### src/rtl/rf_host_cfg_sequencer.sv
// Host-side configuration sequencer for an RF transceiver MCU port: enters config
// mode, writes a C0 parameter frame, reads it back with C1 C1 C1, compares, exits.
module rf_host_cfg_sequencer #(
    parameter int unsigned MODE_SETTLE_CYCLES  = 5000,
    parameter int unsigned AUX_TIMEOUT_CYCLES  = 100000,
    parameter int unsigned RESP_TIMEOUT_CYCLES = 200000
) (
    input  logic       internal_clk,
    input  logic       rst,
    input  logic       cfg_start,
    input  logic [7:0] cfg_addh,
    input  logic [7:0] cfg_addl,
    input  logic [7:0] cfg_sped,
    input  logic [7:0] cfg_chan,
    input  logic [7:0] cfg_option,
    output logic       cfg_busy,
    output logic       cfg_done,
    output logic       cfg_ok,
    output logic [1:0] cfg_err,
    output logic       M0,
    output logic       M1,
    input  logic       AUX,
    output logic [7:0] tx_data,
    output logic       tx_use,
    input  logic       tx_full,
    input  logic [7:0] rx_data,
    input  logic       rx_flag
);

    localparam logic [7:0] CMD_WR = 8'hC0;
    localparam logic [7:0] CMD_RD = 8'hC1;

    typedef enum logic [3:0] {
        S_IDLE,
        S_WAIT_AUX0,
        S_ENTER_CFG,
        S_SEND_CFG,
        S_WAIT_WR,
        S_SEND_QRY,
        S_RECV,
        S_CHECK,
        S_EXIT_CFG,
        S_DONE
    } state_t;

    state_t          state_q, state_d;
    logic            aux_s1_q, aux_s2_q;
    logic [4:0][7:0] par_q, par_d;
    logic [5:0][7:0] rbuf_q, rbuf_d;
    logic [2:0]      rx_cnt_q, rx_cnt_d;
    logic [2:0]      tx_idx_q, tx_idx_d;
    logic            gap_q, gap_d;
    logic [31:0]     settle_q, settle_d;
    logic [31:0]     tmo_q, tmo_d;
    logic            m_q, m_d;
    logic            busy_q, busy_d;
    logic            done_q, done_d;
    logic            ok_q, ok_d;
    logic [1:0]      err_q, err_d;

    logic            aux_sync;
    logic            settle_done;
    logic            aux_tmo;
    logic            resp_tmo;
    logic            can_send;

    function automatic logic [7:0] frame_byte(input logic [2:0] idx, input logic [4:0][7:0] par);
        case (idx)
            3'd1:    frame_byte = par[0];
            3'd2:    frame_byte = par[1];
            3'd3:    frame_byte = par[2];
            3'd4:    frame_byte = par[3];
            3'd5:    frame_byte = par[4];
            default: frame_byte = CMD_WR;
        endcase
    endfunction

    assign aux_sync    = aux_s2_q;
    assign settle_done = aux_sync && (settle_q + 32'd1 >= MODE_SETTLE_CYCLES);
    assign aux_tmo     = !aux_sync && (tmo_q + 32'd1 >= AUX_TIMEOUT_CYCLES);
    assign resp_tmo    = (tmo_q + 32'd1 >= RESP_TIMEOUT_CYCLES);
    // A strobe is never issued back-to-back, nor while the UART buffer is full.
    assign can_send    = !gap_q && !tx_full;

    always_comb begin
        state_d  = state_q;
        par_d    = par_q;
        rbuf_d   = rbuf_q;
        rx_cnt_d = rx_cnt_q;
        tx_idx_d = tx_idx_q;
        gap_d    = 1'b0;
        settle_d = settle_q;
        tmo_d    = tmo_q;
        m_d      = m_q;
        err_d    = err_q;
        ok_d     = ok_q;
        tx_use   = 1'b0;
        tx_data  = 8'h00;

        case (state_q)
            S_IDLE: begin
                if (cfg_start) begin
                    par_d    = {cfg_option, cfg_chan, cfg_sped, cfg_addl, cfg_addh};
                    err_d    = 2'd0;
                    ok_d     = 1'b0;
                    rx_cnt_d = 3'd0;
                    state_d  = S_WAIT_AUX0;
                end
            end
            S_WAIT_AUX0: begin
                if (!aux_sync) tmo_d = tmo_q + 32'd1;
                if (aux_tmo) begin
                    err_d   = 2'd1;
                    state_d = S_EXIT_CFG;
                end else if (aux_sync) begin
                    state_d = S_ENTER_CFG;
                end
            end
            S_ENTER_CFG, S_WAIT_WR, S_EXIT_CFG: begin
                // Settling restarts whenever AUX drops; only low cycles count toward timeout.
                if (aux_sync) begin
                    settle_d = settle_q + 32'd1;
                end else begin
                    settle_d = 32'd0;
                    tmo_d    = tmo_q + 32'd1;
                end
                if (aux_tmo) begin
                    err_d   = 2'd1;
                    state_d = (state_q == S_EXIT_CFG) ? S_DONE : S_EXIT_CFG;
                end else if (settle_done) begin
                    case (state_q)
                        S_ENTER_CFG: state_d = S_SEND_CFG;
                        S_WAIT_WR:   state_d = S_SEND_QRY;
                        default:     state_d = S_DONE;
                    endcase
                end
            end
            S_SEND_CFG: begin
                tx_data = frame_byte(tx_idx_q, par_q);
                if (can_send) begin
                    tx_use   = 1'b1;
                    gap_d    = 1'b1;
                    tx_idx_d = tx_idx_q + 3'd1;
                    if (tx_idx_q == 3'd5) state_d = S_WAIT_WR;
                end
            end
            S_SEND_QRY: begin
                tx_data = CMD_RD;
                if (can_send) begin
                    tx_use   = 1'b1;
                    gap_d    = 1'b1;
                    tx_idx_d = tx_idx_q + 3'd1;
                    if (tx_idx_q == 3'd2) state_d = S_RECV;
                end
            end
            S_RECV: begin
                tmo_d = tmo_q + 32'd1;
                if (rx_flag && rx_cnt_q < 3'd6) begin
                    rbuf_d[rx_cnt_q] = rx_data;
                    rx_cnt_d         = rx_cnt_q + 3'd1;
                end
                if (resp_tmo) begin
                    err_d   = 2'd2;
                    state_d = S_EXIT_CFG;
                end else if (rx_flag && rx_cnt_q == 3'd5) begin
                    state_d = S_CHECK;
                end
            end
            S_CHECK: begin
                if (rbuf_q != {par_q, CMD_WR}) err_d = 2'd3;
                state_d = S_EXIT_CFG;
            end
            S_DONE: begin
                state_d = S_IDLE;
            end
            default: begin
                state_d = S_IDLE;
            end
        endcase

        if (state_d != state_q) begin
            settle_d = 32'd0;
            tmo_d    = 32'd0;
            tx_idx_d = 3'd0;
            gap_d    = 1'b0;
        end

        if (state_d == S_ENTER_CFG) m_d = 1'b1;
        if (state_d == S_EXIT_CFG || state_d == S_DONE || state_d == S_IDLE) m_d = 1'b0;
        if (state_d == S_DONE) ok_d = (err_d == 2'd0);

        busy_d = (state_d != S_IDLE);
        done_d = (state_d == S_DONE);
    end

    always_ff @(posedge internal_clk) begin
        if (rst) begin
            state_q  <= S_IDLE;
            aux_s1_q <= 1'b0;
            aux_s2_q <= 1'b0;
            par_q    <= '0;
            rbuf_q   <= '0;
            rx_cnt_q <= 3'd0;
            tx_idx_q <= 3'd0;
            gap_q    <= 1'b0;
            settle_q <= 32'd0;
            tmo_q    <= 32'd0;
            m_q      <= 1'b0;
            busy_q   <= 1'b0;
            done_q   <= 1'b0;
            ok_q     <= 1'b0;
            err_q    <= 2'd0;
        end else begin
            state_q  <= state_d;
            aux_s1_q <= AUX;
            aux_s2_q <= aux_s1_q;
            par_q    <= par_d;
            rbuf_q   <= rbuf_d;
            rx_cnt_q <= rx_cnt_d;
            tx_idx_q <= tx_idx_d;
            gap_q    <= gap_d;
            settle_q <= settle_d;
            tmo_q    <= tmo_d;
            m_q      <= m_d;
            busy_q   <= busy_d;
            done_q   <= done_d;
            ok_q     <= ok_d;
            err_q    <= err_d;
        end
    end

    assign M0       = m_q;
    assign M1       = m_q;
    assign cfg_busy = busy_q;
    assign cfg_done = done_q;
    assign cfg_ok   = ok_q;
    assign cfg_err  = err_q;

endmodule

### config.mk
export PLATFORM = sky130hd
export DESIGN_NAME = rf_host_cfg_sequencer
export DESIGN_NICKNAME = d
export VERILOG_FILES = /design/src/rtl/rf_host_cfg_sequencer.sv
export SDC_FILE = /design/constraint.sdc
export NUM_CORES = 1
export LEC_CHECK = 0
export BUFFER_PORTS_ARGS = -buffer_cell sky130_fd_sc_hd__buf_4
export CAP_MARGIN = 25
export CORE_MARGIN = 2
export CORE_UTILIZATION = 30
export DETAILED_ROUTE_END_ITERATION = 10
export PLACE_DENSITY = 0.43
export SLEW_MARGIN = 20
export SYNTH_ARGS = -nofsm -noshare
export SYNTH_HDL_FRONTEND = slang
export SYNTH_SLANG_ARGS = --single-unit
### constraint.sdc
create_clock -name internal_clk -period 5.7 [get_ports internal_clk]
set_input_delay 0 -clock internal_clk [delete_from_list [all_inputs] [get_ports internal_clk]]
set_output_delay 0 -clock internal_clk [all_outputs]
set_load 0.01 [all_outputs]
## Yosys cells after proc, flatten, opt, wreduce, memory -nomap -nowiden

Index checks and enable logic that the tools add are counted.
Widths: inputs -> output; s select.

- Bits in registers: 171
- Input bits: 54
- Output and inout bits: 16
- Logic and storage cells: 121

- Add/subtract/negate cells: 4
- Order comparisons: 6
- Eq/ne operators: 22
- Multiplexer cells: 35
- Reduce and logical (&&, ||, !) cells: 30

Operators by type and width:

| cell | number |
|---|---|
| $add 32x1->32 const B | 2 |
| $mux 32 | 2 |
| $pmux 32 s2 | 1 |
| $bwmux 48 | 1 |
| $ne 48x48->1 | 1 |
| $mux 4 | 11 |
| $pmux 8 s5 | 1 |
| $ge 32x13->1 const B | 1 |
| $ge 32x17->1 const B | 1 |
| $ge 32x18->1 const B | 1 |
| $pmux 4 s7 | 1 |
| $demux 8 s3 | 1 |
| $eq 4x3->1 const B | 4 |
| $pmux 8 s2 | 1 |
| $eq 4x2->1 const B | 3 |
| $eq 4x4->1 const B | 3 |
| $reduce_and 2->1 | 5 |
| $eq 3x3->1 const B | 3 |
| $logic_not 4->1 | 2 |
| $mux 2 | 4 |
| $mux 8 | 1 |
| $pmux 2 s4 | 1 |
| $pmux 4 s2 | 1 |
| $reduce_bool 2->1 | 4 |
| 21 further kinds | 41 |

## Depth between registers and ports, before layout

Gate-level depths: netlist of run 1.

- Depth after elaboration: 10
- Depth in mapped cells: 15
- Gate-level depth less buffers: 11

## Least setup slack after synthesis of run 1

No wires, ideal clock.

- Path kind: reg2reg
- Start point: reg tmo_q[18]
- End point: reg tmo_q[21]
- Arrival time: 3.296 ns
- Required time: 5.627 ns
- Slack: 2.331 ns
- Cell stages (with the launch flop): 15
- Clock period less this slack: 3.369 ns
- Cell sequence: dfxtp_1 clkbuf_1 nand3_1 nor2_1 xnor2_1 a31oi_1 or4_4 or2_1 o21ai_1 a21boi_1 or4_1 buf_2 buf_6 buf_6 nor3_2

- Word-level cells in the longest chain between the ends: 7
- Elaborated cells on any way between the ends: 12
- Those cells by class: add/sub: 1; order compare: 2; eq/ne: 1; mux: 6; reduce/logical: 2

Ends and longest elaborated chain:

| what | RTL line | text |
|---|---|---|
| from (decl) | 54 | `logic [31:0] tmo_q, tmo_d;` |
| from (signal assigned) | 223 | `tmo_q <= tmo_d;` |
| $add 32x1->32 (*) | -- |  |
| $ge 32x17->1 | 80 | `assign aux_tmo = !aux_sync && (tmo_q + 32'd1 >= AUX_TIMEOUT_CYCLES);` |
| $logic_and 1x1->1 | 80 |  |
| $mux 4 (on tied branches) | 127, 112 |  |
| $pmux 4 s7 | 100 | `case (state_q)` |
| $ne 4x4->1 | 181 | `if (state_d != state_q) begin` |
| $reduce_or 2->1 (no line) | -- |  |

Every way passes the cells marked *; elsewhere a longest branch is shown, timed or not. The select of a mux whose other input is x is not followed.
A chain may end at the register's enable or synchronous reset.

## Worst setup path after layout of run 1

- Start point: reg tmo_q[7]
- End point: reg settle_q[7]

- Word-level cells in the longest chain between the ends: 7
- Elaborated cells on any way between the ends: 10
- Those cells by class: add/sub: 1; order compare: 2; eq/ne: 1; mux: 4; reduce/logical: 2

Ends and longest elaborated chain:

| what | RTL line | text |
|---|---|---|
| $add 32x1->32 (*) | 80, 81 |  |
| $ge 32x17->1 | 80 |  |
| $logic_and 1x1->1 | 80 |  |
| $mux 4 (on tied branches) | 127, 112 |  |
| $pmux 4 s7 (*) | 100 |  |
| $ne 4x4->1 (*) | 181 |  |
| $reduce_or 2->1 (no line) (*) | -- |  |
| to (signal assigned) | 222 | `settle_q <= settle_d;` |
| to (decl) | 53 | `logic [31:0] settle_q, settle_d;` |

Every way passes the cells marked *; elsewhere a longest branch is shown, timed or not.

==> run_results.csv, run 1 <==
group,metric,value,unit
yosys,synth.top_cell.area_share,35.3,%
sta,setup_ws,1.26,ns
cells_and_area,final_core_util,36.4,%
floorplanning,rows,65,
placement,place.gp.congestion,0.813,
drt,ant_nets,0,
yosys,ys_top_cells_by_area,"dfxtp_1 35%, xnor2_1 6.6%, nand2_1 6.3%, mux2i_1 5.7%, nor2_1 4.7%",
critical_path,crit_path_cell_trace,"nand4_4, nor4_4, nand4_1, a221o_1, a311oi_2, o2bb2ai_1, a21oi_2, mux2i_1, or4_2, buf_12, a211oi_1",
power_and_ir_drop,power,2.73,mW
critical_path,rr_endpoint,"settle_q[7]",
floorplanning,die_h,184,um
yosys,ys_ff_latch,171,
grt,track_usage,18.4,%
critical_path,crit_slowest_cell,"or4_2",
critical_path,r2r-start,"tmo_q[7]",
floorplanning,initial_utilization,30.6,%
worst_hold_path,holdPathStages,4,
yosys,ys_types,76,
cells_and_area,fill_cells,3374,
yosys,syn-num-nets,1284,
clock_network,cts_tree,"yes",
yosys,synth_area_per_cell,7.96,um2
yosys,synthFlopType,"dfxtp_1",
sta,fin_crit,4.44,ns
power_and_ir_drop,power.net_switching,0.783,mW
worst_hold_path,holdCritStartpoint,"cfg_start",
clock_network,cts-root-buf,"clkbuf_16",
worst_hold_path,hold_end,"cfg_err[1]",
drt,first_pass_iters,5,
worst_hold_path,hold_path.class,"in -> reg",
critical_path,reg2reg_depth,11,
power_and_ir_drop,power_frac_comb,11.4,%
power_and_ir_drop,p_clk_share,42.4,%
critical_path,path_delay_family,"simple AND/OR/NAND/NOR gates",
cells_and_area,insertedDiodeCount,0,
power_and_ir_drop,seqPwrFrac,46.2,%
critical_path,crit_required,6.04,ns
grt,grt_pass1_vias,8553,
sta,clock.fmax,0.225,GHz
placement,dp_slack,1.32,ns
clock_network,clk_latency,0.44,ns
placement,placed_area,10500,um2
yosys,synth_warnings,0,
critical_path,cp-start-kind,"flip-flop",
cells_and_area,finalNonFillerCells,1702,
power_and_ir_drop,leakage,4.20,nW
clock_network,post_cts_resized,0,
sta,drv_slew,0,
yosys,syn_inst,1220,
critical_path,critPathMaxFanout,36,
yosys,synth_edf_count,0,
floorplanning,die_w,184,um
cells_and_area,layout_commonest_cell,"dfxtp_1",
placement,placedCellCount,1620,
yosys,synth.largest_area_cell,"dfxtp_1",
yosys,async_flop_share,0,%
cells_and_area,area_growth_syn_to_layout,19.0,%
sta,tightestPinTransition,0.869,ns
sta,whs,0.113,ns
sta,period_share,77.8,%
cells_and_area,final_cell_mix,"171 x dfxtp_1, 163 x nand2_1, 122 x nor2_1, 83 x buf_4, 78 x a21oi_1",
critical_path,path_buf_inv,1,
drt,wirelength,30200,um
sta,hold_viol,0,
placement,placement.io_buffers,69,
grt,grt_antenna_before_repair,0,
grt,grt_start_max_net_pins,72,
clock_network,ctsHtreeMaxLevel,4,
cells_and_area,drive_gt1_share,12.2,%
placement,dp_hpwl,21200,um
drt,wl_per_cell,17.8,um
critical_path,crit_arrival,4.78,ns
drt,drt_iter0_drc,695,
job,cap_violations,0,
yosys,synth_seq_area_share,35.3,%
cells_and_area,finalInstanceArea,11600,um2
sta,setup_tns,0,ns
cells_and_area,seq_area,3420,um2
power_and_ir_drop,power_density,236,nW/um2
yosys,syn_area,9710,um2
floorplanning,io_pins,70,
status,outcome,"finished clean",
power_and_ir_drop,intPower,1.95,mW
sta,setup_violations,0,
drt,drt-vias-per-instance,5.30,
critical_path,cpPeakStageDelay,0.99,ns
clock_network,numCtsBuffers,17,
critical_path,crit_type,"reg -> reg",
sta,grt_setup_unrepaired,"no",
critical_path,cp-end-kind,"flip-flop",
power_and_ir_drop,swShare,28.7,%
clock_network,clk_pin_slew_worst_paths,0.08,ns
sta,relSlewSlack,41.9,%
floorplanning,coreArea,31700,um2
sta,skew,0.0147,ns
critical_path,reg2reg_slack,1.26,ns
clock_network,clock-sinks,171,
clock_network,cts_buffer_depth,2,
floorplanning,dieArea,33800,um2
drt,vias,9019,
grt,grt_pass1_wl,48400,um
drt,route.detailed.drc,0,
grt,grt_overflow_total,0,
power_and_ir_drop,vdd_drop_max,0.248,mV
cells_and_area,multi_input_comb_area,5850,um2
cells_and_area,nets,1352,
==> worst max-delay path by stage <==
stage,from,endpoint,cells after the start
after floorplan,tmo_q[18],tmo_q[21],14
after global placement,tmo_q[6],tmo_q[30],11
after detailed placement,tmo_q[7],settle_q[7],11
after CTS,tmo_q[7],settle_q[9],11
after global routing,tmo_q[7],tmo_q[31],11
final,tmo_q[7],settle_q[7],11
==> synth_stat cells (all sizes together) (4+ instances only) <==
| cell | n |
|---|---|
| xnor2 | 73 |
| mux2i | 55 |
| a22oi | 10 |
| nand3b | 5 |
| nor4 | 21 |
| o31a | 7 |
| and3 | 18 |
| a22o | 4 |
| o41ai | 4 |
| or4 | 8 |
| and4 | 8 |
| nand2 | 163 |
| a31oi | 17 |
| a21oi | 79 |
| or2 | 6 |
| a211oi | 16 |
| o21ai | 31 |
| dfxtp | 171 |
| nor3 | 80 |
| nor2b | 9 |
| ha | 10 |
| nor2 | 123 |
| a311oi | 4 |
| xor2 | 23 |
| or3 | 13 |
| nand3 | 40 |
| and2 | 18 |
| o31ai | 5 |
| clkbuf | 64 |
| nand4b | 4 |
| inv | 14 |
| nor3b | 11 |
| nand2b | 6 |
| nand4 | 39 |
| buf | 23 |
==> area by class of cell <==
class | instances | share of cell area, %
clock buffer | 18 | 3.71
clock inverter | 13 | 1.13
inverter | 15 | 0.487
multi-input combinational | 947 | 50.6
sequential | 171 | 29.6
tap | 402 | 4.35
timing repair buffer | 136 | 10.1
==> power groups by stage <==
stage	Combinational [mW]	Sequential (mW)	Clock [mW]
floorplan	0.189	1.27	0
CTS	0.316	1.26	1.20
global placement	0.290	1.29	0
global route	0.345	1.26	1.24
finish	0.312	1.26	1.16
detailed placement	0.289	1.29	0
==> layer usage <==
layer / global-route usage (%) / routed length, um
met2: 31.1 / 14800
met1: 24.2 / 13900
met5: 0 / 0
met3: 2.75 / 1030
met4: 4.99 / 495
==> kinds of logic after synthesis <==
family / count (synthesis) / synth area share (%)
and+or+nand+nor: 576 / 30.6
AOI/OAI and AO/OA: 209 / 13.9
DFF: 171 / 35.3
buffers and inverters: 102 / 4.57
xor gates and xnor gates: 96 / 8.66
muxes: 56 / 5.79
adders and majority gates: 10 / 1.29
==> repair_timing <==
item / CTS / global route
endpoints found under the setup margin: 0 / 0
buffers inserted: 0 / 0
hold buffers: 51 / 0
endpoints found under the hold margin: 95 / 0
==> registers in the layout, indices dropped and copies added (netlist names), 2 cells and up <==
name      count
cfg_err       2
par_q        40
rbuf_q       48
rx_cnt_q      3
settle_q     32
state_q       4
tmo_q        32
tx_idx_q      3
==> worst reg2reg max path, stage by stage (launching register included) <==
cell	delay (ns)
dfxtp_1	0.61
nand4_4	0.25
nor4_4	0.44
nand4_1	0.14
a221o_1	0.44
a311oi_2	0.43
o2bb2ai_1	0.15
a21oi_2	0.23
mux2i_1	0.10
or4_2	0.99
buf_12	0.35
a211oi_1	0.21
Note: power is estimated with default switching activity, not from simulation.
==> run 2, diff against run 1 <==
--- a/config.mk
+++ b/config.mk
@@ -10,7 +10,7 @@
 export CORE_MARGIN = 2
 export CORE_UTILIZATION = 30
 export DETAILED_ROUTE_END_ITERATION = 10
-export PLACE_DENSITY = 0.43
+export PLACE_DENSITY = 0.45
 export SLEW_MARGIN = 20
 export SYNTH_ARGS = -nofsm -noshare
 export SYNTH_HDL_FRONTEND = slang
==> constraint.sdc (replaced) <==
create_clock -name internal_clk -period 3.7 [get_ports internal_clk]
set_input_delay 0 -clock internal_clk [delete_from_list [all_inputs] [get_ports internal_clk]]
set_output_delay 0 -clock internal_clk [all_outputs]
set_load 0.01 [all_outputs]
==> run_results.csv, run 2 (synthesis gave the netlist of run 1 again) <==
group,metric,value,unit
sta,whs,0.0618,ns
cells_and_area,final_cell_mix,"163 x nand2_1, 154 x dfxtp_1, 135 x buf_4, 119 x nor2_1, 78 x a21oi_1",
drt,vias,9181,
clock_network,clk_latency,0.44,ns
grt,grt_antenna_before_repair,0,
sta,relSlewSlack,48.3,%
cells_and_area,finalInstanceArea,12100,um2
sta,setup_violations,0,
floorplanning,initial_utilization,30.6,%
cells_and_area,final_core_util,38.2,%
grt,grt_pass1_wl,49500,um
critical_path,cp-end-kind,"flip-flop",
sta,hold_viol,0,
power_and_ir_drop,power_density,354,nW/um2
placement,dp_slack,0.0894,ns
cells_and_area,insertedDiodeCount,0,
placement,placed_area,10900,um2
placement,placedCellCount,1671,
drt,route.detailed.drc,0,
worst_hold_path,hold_path.class,"in -> reg",
sta,skew,0.0150,ns
sta,clock.fmax,0.284,GHz
status,outcome,"finished clean",
power_and_ir_drop,vdd_drop_max,0.319,mV
grt,track_usage,18.6,%
floorplanning,io_pins,70,
cells_and_area,finalNonFillerCells,1756,
floorplanning,rows,65,
sta,setup_tns,0,ns
cells_and_area,drive_gt1_share,17.9,%
drt,drt_iter0_drc,698,
job,cap_violations,0,
grt,grt_overflow_total,0,
grt,gr-usage-met3,3.09,%
grt,use_met2,32.5,%
sta,setup_ws,0.181,ns
drt,first_pass_iters,6,
critical_path,crit_required,4.05,ns
floorplanning,die_h,184,um
clock_network,clk_pin_slew_worst_paths,0.08,ns
clock_network,cts_tree,"yes",
placement,dp_hpwl,21400,um
clock_network,numCtsBuffers,17,
drt,ant_nets,0,
floorplanning,coreArea,31700,um2
power_and_ir_drop,swShare,28.7,%
clock_network,ctsHtreeMaxLevel,4,
placement,place.gp.congestion,0.878,
grt,top_usage_layer,"met2",
sta,tightestPinTransition,0.773,ns
grt,use_met1,23.7,%
floorplanning,dieArea,33800,um2
cells_and_area,largest_register,"rbuf_q",
power_and_ir_drop,power_frac_comb,12.1,%
power_and_ir_drop,leakage,4.52,nW
critical_path,critPathMaxFanout,34,
critical_path,crit_type,"reg -> reg",
power_and_ir_drop,intPower,3.06,mW
power_and_ir_drop,power.net_switching,1.23,mW
grt,grt_pass1_vias,8928,
sta,grt_setup_unrepaired,"no",
drt,drt-vias-per-instance,5.23,
drt,wl_per_cell,17.6,um
floorplanning,die_w,184,um
cells_and_area,top_regs,"rbuf_q x48, par_q x40",
critical_path,crit_arrival,3.87,ns
grt,grt_start_max_net_pins,69,
cells_and_area,layout_commonest_cell,"nand2_1",
power_and_ir_drop,seqPwrFrac,45.1,%
power_and_ir_drop,p_clk_share,42.8,%
sta,drv_slew,0,
cells_and_area,nets,1405,
clock_network,clock-sinks,171,
power_and_ir_drop,power,4.29,mW
cells_and_area,area_growth_syn_to_layout,24.7,%
cells_and_area,largest_reg_flops,48,
clock_network,cts_buffer_depth,2,
drt,wirelength,31000,um
placement,placement.io_buffers,69,
sta,fin_crit,3.52,ns
clock_network,cts-root-buf,"clkbuf_16",
critical_path,cp-start-kind,"flip-flop",
sta,period_share,95.1,%
[run 2: changes by cell type in the layout (fill, tap and decap cells not counted), sizes merged]
cell / delta
buf: +52
dlygate4sd3: -1
clkinvlp: -1
clkbuf: +3
clkinv: +1
[run 2: final cells by class]
| cell class | count | area, um2 |
|---|---|---|
| fillers | 3314 | 19600 |
| multi-input cells | 947 | 5900 |
| flip-flops and latches | 171 | 3440 |
| repair buffers | 189 | 1610 |
| well taps | 402 | 503 |
| clock buffers | 19 | 443 |
| clock inverters | 13 | 149 |
| inverters | 15 | 56.3 |
[run 2: final timing paths]
path,slack [ns],cells past startpoint,startpoint,to
setup / recovery,0.18,11,tmo_q[11],settle_q[4]
hold / removal,0.06,4,cfg_start,cfg_err[1]
setup reg to reg,0.18,11,tmo_q[11],settle_q[4]
hold reg to reg,0.44,1,aux_s1_q,aux_s2_q
[run 2: what timing repair did]
item / 4_1_cts / 5_1_grt
hold buffers: 50 / 0
buffers inserted: 0 / 2
endpoints found under the setup margin: 0 / 68
hold endpoints to repair: 89 / 0
gates resized for setup: 0 / 35
[run 2: power groups by stage]
stage	logic, mW	clock network [mW]	registers (mW)
after floorplan	0.292	0	1.95
after global placement	0.473	0	1.98
after detailed placement	0.472	0	1.98
after CTS	0.515	1.89	1.94
after global routing	0.572	1.99	1.94
final	0.519	1.84	1.93
[run 2: worst max-delay path: stages, from the launching register on]
cell       delay (ns)
dfxtp_1          0.43
and3_2           0.26
and4_4           0.28
nand4_1          0.12
xnor2_1          0.14
or4_4            0.57
or2_1            0.28
o21ai_1          0.20
a21boi_1         0.09
or4_4            0.58
clkbuf_16        0.27
nor3_1           0.19
[run 2: metal layers]
layer  vias up  part of all wire [%]
met3        23                   3.9
met5         -                     0
met4         0                   1.2
met2       213                    49
met1      4351                    46
li1       4594                     -
